<file path="config.mk">
export PLATFORM = sky130hd
export DESIGN_NAME = mem_port_arbiter_flat
export DESIGN_NICKNAME = d
export VERILOG_FILES = /design/src/rtl/mem_port_arbiter_if.sv /design/src/rtl/mem_port_arbiter.sv /design/src/flat_wrapper.sv
export SDC_FILE = /design/constraint.sdc
export NUM_CORES = 1
export LEC_CHECK = 0
export CORE_ASPECT_RATIO = 1.1
export CORE_MARGIN = 1.5
export CORE_UTILIZATION = 34
export DETAILED_ROUTE_END_ITERATION = 12
export PLACE_DENSITY = 0.69
export SLEW_MARGIN = 0
export SYNTH_ARGS = -nofsm -noshare
export SYNTH_HDL_FRONTEND = slang
export SYNTH_SLANG_ARGS = --single-unit
</file>
<file path="constraint.sdc">
create_clock -name clk_i -period 2.55 [get_ports clk_i]
set_input_delay 0.255 -clock clk_i [delete_from_list [all_inputs] [get_ports clk_i]]
set_output_delay 0.255 -clock clk_i [all_outputs]
set_load 0.01 [all_outputs]
</file>
<file path="src/rtl/mem_port_arbiter_if.sv">
// Bus bundle between the two requesters, the arbiter and Memoria.
// master = requester/memory side, slave = arbiter side.
interface mem_port_arbiter_if #(
    parameter int ADDR_W = 32,
    parameter int DATA_W = 32
);
    logic              cpu_req;
    logic              cpu_wr;
    logic [ADDR_W-1:0] cpu_addr;
    logic [DATA_W-1:0] cpu_wdata;
    logic              cpu_ack;
    logic [DATA_W-1:0] cpu_rdata;

    logic              ld_req;
    logic              ld_wr;
    logic [ADDR_W-1:0] ld_addr;
    logic [DATA_W-1:0] ld_wdata;
    logic              ld_ack;
    logic [DATA_W-1:0] ld_rdata;

    logic [ADDR_W-1:0] mem_addr;
    logic              mem_wr;
    logic [DATA_W-1:0] mem_wdata;
    logic [DATA_W-1:0] mem_rdata;

    modport master (
        output cpu_req, cpu_wr, cpu_addr, cpu_wdata,
        input  cpu_ack, cpu_rdata,
        output ld_req, ld_wr, ld_addr, ld_wdata,
        input  ld_ack, ld_rdata,
        input  mem_addr, mem_wr, mem_wdata,
        output mem_rdata
    );

    modport slave (
        input  cpu_req, cpu_wr, cpu_addr, cpu_wdata,
        output cpu_ack, cpu_rdata,
        input  ld_req, ld_wr, ld_addr, ld_wdata,
        output ld_ack, ld_rdata,
        output mem_addr, mem_wr, mem_wdata,
        input  mem_rdata
    );
endinterface

</file>
<file path="src/rtl/mem_port_arbiter.sv">
// Two-requester arbiter/sequencer for the single-port Memoria.
// CPU has fixed priority; the loader is forced through after STARVE_MAX back-to-back CPU grants.
module mem_port_arbiter #(
    parameter int ADDR_W     = 32,
    parameter int DATA_W     = 32,
    parameter int READ_LAT   = 1,
    parameter int STARVE_MAX = 4
) (
    input  logic              clk_i,
    input  logic              reset_ni,
    mem_port_arbiter_if.slave bus,
    output logic              busy_o,
    output logic              owner_o
);
    // state   | meaning
    // S_IDLE  | sample requests, arbitrate, latch winner
    // S_ISSUE | drive latched addr/data/wr to Memoria for one cycle
    // S_WAIT  | read in flight; capture mem_rdata when wcnt reaches 0
    // S_ACK   | one-cycle ack to the owner; requests ignored
    typedef enum logic [1:0] {S_IDLE, S_ISSUE, S_WAIT, S_ACK} state_e;

    localparam int STARVE_W = $clog2(STARVE_MAX + 1);

    state_e              state_q;
    logic [ADDR_W-1:0]   addr_q;
    logic                wr_q;
    logic [DATA_W-1:0]   wdata_q;
    logic                owner_q;
    logic [STARVE_W-1:0] starve_q, starve_d;
    logic [1:0]          wcnt_q;
    logic                busy_q;
    logic                cpu_ack_q, ld_ack_q;
    logic [DATA_W-1:0]   cpu_rdata_q, ld_rdata_q;
    logic                ld_win;

    // Only reaching the else-branch means the CPU won while the loader waited below the limit.
    always_comb begin
        ld_win   = bus.ld_req && ((starve_q == STARVE_W'(STARVE_MAX)) || !bus.cpu_req);
        starve_d = starve_q;
        if (state_q == S_IDLE) begin
            if (!bus.ld_req || ld_win) starve_d = '0;
            else                       starve_d = starve_q + 1'b1;
        end
    end

    always_ff @(posedge clk_i) begin
        if (!reset_ni) begin
            state_q     <= S_IDLE;
            addr_q      <= '0;
            wr_q        <= 1'b0;
            wdata_q     <= '0;
            owner_q     <= 1'b0;
            starve_q    <= '0;
            wcnt_q      <= '0;
            busy_q      <= 1'b0;
            cpu_ack_q   <= 1'b0;
            ld_ack_q    <= 1'b0;
            cpu_rdata_q <= '0;
            ld_rdata_q  <= '0;
        end else begin
            starve_q  <= starve_d;
            cpu_ack_q <= 1'b0;
            ld_ack_q  <= 1'b0;
            case (state_q)
                S_IDLE: begin
                    if (bus.cpu_req || bus.ld_req) begin
                        owner_q <= ld_win;
                        addr_q  <= ld_win ? bus.ld_addr  : bus.cpu_addr;
                        wr_q    <= ld_win ? bus.ld_wr    : bus.cpu_wr;
                        wdata_q <= ld_win ? bus.ld_wdata : bus.cpu_wdata;
                        busy_q  <= 1'b1;
                        state_q <= S_ISSUE;
                    end
                end
                S_ISSUE: begin
                    if (wr_q) begin
                        cpu_ack_q <= !owner_q;
                        ld_ack_q  <= owner_q;
                        state_q   <= S_ACK;
                    end else begin
                        wcnt_q  <= 2'(READ_LAT - 1);
                        state_q <= S_WAIT;
                    end
                end
                S_WAIT: begin
                    if (wcnt_q == 2'd0) begin
                        if (owner_q) ld_rdata_q  <= bus.mem_rdata;
                        else         cpu_rdata_q <= bus.mem_rdata;
                        cpu_ack_q <= !owner_q;
                        ld_ack_q  <= owner_q;
                        state_q   <= S_ACK;
                    end else begin
                        wcnt_q <= wcnt_q - 2'd1;
                    end
                end
                S_ACK: begin
                    busy_q  <= 1'b0;
                    state_q <= S_IDLE;
                end
                default: state_q <= S_IDLE;
            endcase
        end
    end

    // mem_wr decodes the current state so a write in ISSUE commits even if reset is low that cycle.
    assign bus.mem_wr    = (state_q == S_ISSUE) && wr_q;
    assign bus.mem_addr  = addr_q;
    assign bus.mem_wdata = wdata_q;
    assign bus.cpu_ack   = cpu_ack_q;
    assign bus.ld_ack    = ld_ack_q;
    assign bus.cpu_rdata = cpu_rdata_q;
    assign bus.ld_rdata  = ld_rdata_q;
    assign busy_o        = busy_q;
    assign owner_o       = owner_q;
endmodule

</file>
<file path="src/flat_wrapper.sv">
// flat-port wrapper written by rule: the top's interface ports become plain ports
module mem_port_arbiter_flat 
#(
    parameter int ADDR_W     = 32,
    parameter int DATA_W     = 32,
    parameter int READ_LAT   = 1,
    parameter int STARVE_MAX = 4
)
  (clk_i, reset_ni, busy_o, owner_o, bus_cpu_req, bus_cpu_wr, bus_cpu_addr, bus_cpu_wdata, bus_cpu_ack, bus_cpu_rdata, bus_ld_req, bus_ld_wr, bus_ld_addr, bus_ld_wdata, bus_ld_ack, bus_ld_rdata, bus_mem_addr, bus_mem_wr, bus_mem_wdata, bus_mem_rdata);
  mem_port_arbiter_if #(.ADDR_W(ADDR_W), .DATA_W(DATA_W)) bus_i ();
  input  logic clk_i;
  input  logic reset_ni;
  output logic busy_o;
  output logic owner_o;
  input wire logic [$bits(bus_i.cpu_req)-1:0] bus_cpu_req;
  input wire logic [$bits(bus_i.cpu_wr)-1:0] bus_cpu_wr;
  input wire logic [$bits(bus_i.cpu_addr)-1:0] bus_cpu_addr;
  input wire logic [$bits(bus_i.cpu_wdata)-1:0] bus_cpu_wdata;
  output wire logic [$bits(bus_i.cpu_ack)-1:0] bus_cpu_ack;
  output wire logic [$bits(bus_i.cpu_rdata)-1:0] bus_cpu_rdata;
  input wire logic [$bits(bus_i.ld_req)-1:0] bus_ld_req;
  input wire logic [$bits(bus_i.ld_wr)-1:0] bus_ld_wr;
  input wire logic [$bits(bus_i.ld_addr)-1:0] bus_ld_addr;
  input wire logic [$bits(bus_i.ld_wdata)-1:0] bus_ld_wdata;
  output wire logic [$bits(bus_i.ld_ack)-1:0] bus_ld_ack;
  output wire logic [$bits(bus_i.ld_rdata)-1:0] bus_ld_rdata;
  output wire logic [$bits(bus_i.mem_addr)-1:0] bus_mem_addr;
  output wire logic [$bits(bus_i.mem_wr)-1:0] bus_mem_wr;
  output wire logic [$bits(bus_i.mem_wdata)-1:0] bus_mem_wdata;
  input wire logic [$bits(bus_i.mem_rdata)-1:0] bus_mem_rdata;
  assign bus_i.cpu_req = bus_cpu_req;
  assign bus_i.cpu_wr = bus_cpu_wr;
  assign bus_i.cpu_addr = bus_cpu_addr;
  assign bus_i.cpu_wdata = bus_cpu_wdata;
  assign bus_cpu_ack = bus_i.cpu_ack;
  assign bus_cpu_rdata = bus_i.cpu_rdata;
  assign bus_i.ld_req = bus_ld_req;
  assign bus_i.ld_wr = bus_ld_wr;
  assign bus_i.ld_addr = bus_ld_addr;
  assign bus_i.ld_wdata = bus_ld_wdata;
  assign bus_ld_ack = bus_i.ld_ack;
  assign bus_ld_rdata = bus_i.ld_rdata;
  assign bus_mem_addr = bus_i.mem_addr;
  assign bus_mem_wr = bus_i.mem_wr;
  assign bus_mem_wdata = bus_i.mem_wdata;
  assign bus_i.mem_rdata = bus_mem_rdata;
  mem_port_arbiter #(.ADDR_W(ADDR_W), .DATA_W(DATA_W), .READ_LAT(READ_LAT), .STARVE_MAX(STARVE_MAX)) u_core (.clk_i(clk_i), .reset_ni(reset_ni), .bus(bus_i), .busy_o(busy_o), .owner_o(owner_o));
endmodule
</file>
==> results_dict.tcl <==
set metrics [dict create \
    drive_above_1_share_pct 5.81 \
    worst_pin_slew_ns 0.745 \
    power_mw 9.34 \
    hold_buffers 0 \
    rsz0062_at_grt "no" \
    async_flop_share_pct 0 \
    slowest_stage "clkdlybuf4s50_1" \
    ys_warn_count 0 \
    hold_path_class "primary input to flip-flop" \
    cts_made_buffers 17 \
    grt_antenna_before_repair 1 \
    start_util_pct 34.9 \
    core_mm2 0.0164 \
    ys.flop_type "dfxtp_1" \
    firstDrtPassIters 4 \
    ys_top_cells_by_area "dfxtp_1, a21oi_1, nand2_1" \
    io_pins 299 \
    finalSetupViolations 0 \
    cts_resized 0 \
    fin_crit_ns 2.08 \
    nNetsFinal 1160 \
    endpoint_kind "output pin" \
    max_freq_ghz 0.482 \
    wl_mm 20.2 \
    drc_errors 0 \
    drt-vias-per-instance 5.21 \
    syn_to_final_growth_pct 64.7 \
    clk_latency_ns 0.42 \
    placed_area_mm2 0.00880 \
    status "complete, no violations" \
    cp_cell_sequence "inv_1 -> ha_1 -> and2_1 -> clkdlybuf4s50_1" \
    hold_viol 0 \
    dieHeight_um 139 \
    grt_pass1_wl_mm 30.7 \
    synth_fp_nets 899 \
    num_rows 49 \
    critPathKind "flip-flop to output pin" \
    die_w_um 127 \
    ctsHtreeMaxLevel 4 \
    io_buffers 298 \
    fin_crit_sh_pct 81.4 \
    final_max_slew_viol_count 0 \
    synth_area_leader_cell "dfxtp_1" \
    peakVddDrop_v 0.000470 \
    ys_seq_area_share_pct 48.9 \
    netlist_area_mm2 0.00574 \
    drtIter0Drc 340 \
    clock-sinks 140 \
    yosysTopAreaCellShare_pct 48.9 \
    relSlewSlack_pct 50.3 \
    ant_nets 0 \
    die_area_mm2 0.0177 \
    cts_buffer_depth 2 \
    avgSynthCellArea_um2 7.91 \
    grt_start_max_net_pins 70 \
    first_global_vias 5922 \
    fin_hold_ws_ns 0.327 \
    startpoint_type "flip-flop" \
    grtUsageTotal_pct 21.8 \
    maxCapViolCount 0 \
    crit_fanout 4 \
    skew_ns 0.0112 \
    critPathRequiredTime_ns 2.30 \
    root_buffer "clkbuf_16" \
    synthCells 725 \
    place_hpwl_mm 13.3 \
    final_cell_area_mm2 0.00945 \
    synth_edf_count 0 \
    synth_most_common_cell "dfxtp_1" \
    cp_slowest_stage_delay_ns 0.58 \
    p_leak_nw 3.35 \
    post_cts_buffers 0 \
    routabilityCongestion 0.806 \
    ys_seq_elements 140 \
    power.density_mw_per_mm2 988 \
    overflow 0 \
    worstPathArrival_ns 1.82 \
    clkTransAtPathRegs_ns 0.06 \
    vias 6271 \
    wire_per_inst_um 16.8 \
    synth_common_cells "dfxtp_1, a21oi_1, nand2_1, a31oi_1" \
    tns_ns 0 \
    cts_tree "done" \
    synth.distinct_cells 36 \
]
## critical path: cells and delay by family, from the launching register on
kind                       cells  cell delay, ns
adders and majority gates      1            0.20
buffers and inverters          2            0.71
DFF                            1            0.34
and+or+nand+nor                1            0.17
## per-layer routing
metal	vias up	track usage (%)	wire (µm)
met3	38	8.96	1790
li1	3087	-	-
met5	-	0	0
met2	261	35.0	9410
met1	2885	25.7	8390
met4	0	9.57	595
## cell families after synthesis
logic type	count (synthesis)	synth area share, %
buffers and inverters	81	6.19
AND/OR/NAND/NOR	150	10.4
adder cells (fa/ha/maj)	8	1.74
XOR/XNOR	2	0.305
flip-flops	140	48.9
multiplexers	2	0.371
AO/OA/AOI/OAI	342	32.1
## metrics by stage
step / utilization [%] / setup WS (ns) / cells
finish: 57.5 / 0.473 / 1204
global route: 57.5 / 0.383 / 1203
CTS: 57.5 / 0.445 / 1203
detailed placement: 53.6 / 0.650 / 1171
global placement: 53.6 / 0.724 / 1171
floorplan: - / 1.06 / 725
## final timing paths
check / from / end / slack, ns / cells past startpoint
min: bus_ld_req / u_core.starve_q[1]$_SDFFE_PN0N_ / 0.33 / 3
max: u_core.state_q[1]$_SDFFE_PN0P_ / bus_mem_wr / 0.47 / 4
max reg2reg: u_core.state_q[0]$_SDFFE_PN0P_ / u_core.bus.mem_wdata[5]$_SDFFE_PN0P_ / 0.69 / 6
min reg2reg: u_core.bus.ld_rdata[13]$_SDFFE_PN0P_ / u_core.bus.ld_rdata[13]$_SDFFE_PN0P_ / 0.45 / 2
## power by group
part | total [mW] | switching [mW] | internal [mW]
logic | 3.59 | 1.83 | 1.77
clock network | 2.68 | 0.976 | 1.70
registers | 3.07 | 0.311 | 2.76
## state kept, by name, indices dropped and copies added (netlist names)
signal,count
u_core.wcnt_q,2
u_core.bus.cpu_rdata,32
u_core.starve_q,3
u_core.bus.cpu_ack,1
u_core.bus.ld_rdata,32
u_core.bus.ld_ack,1
u_core.busy_o,1
u_core.bus.mem_wdata,32
u_core.bus.mem_addr,32
u_core.wr_q,1
u_core.owner_o,1
u_core.state_q,2
## placed cells by master (no fill, tap or decap), types with 2 or more instances in the layout
cell type / instances
nand3_1: 3
clkbuf_16: 17
clkinvlp_4: 2
clkinv_4: 3
a21bo_2: 2
buf_12: 2
a21boi_1: 2
clkbuf_8: 2
o21ai_1: 65
nor3_1: 6
bufinv_16: 4
o21ai_0: 65
clkdlybuf4s50_1: 296
nor2_1: 4
buf_2: 2
o21a_1: 3
a31oi_1: 66
dfxtp_1: 140
inv_1: 7
a21oi_1: 132
buf_4: 14
nand2_1: 130
inv_2: 2
ha_1: 8
## area by class of cell
type / instances / area (µm²)
Clock inverter: 12 / 186
Clock buffer: 20 / 457
Fill cell: 1528 / 6980
Antenna cell: 1 / 2.50
Sequential cell: 140 / 2800
Multi-Input combinational cell: 504 / 2590
Timing Repair Buffer: 314 / 3120
Tap cell: 204 / 255
Inverter: 9 / 33.8
No activity file was read; power rests on OpenSTA's default activity.
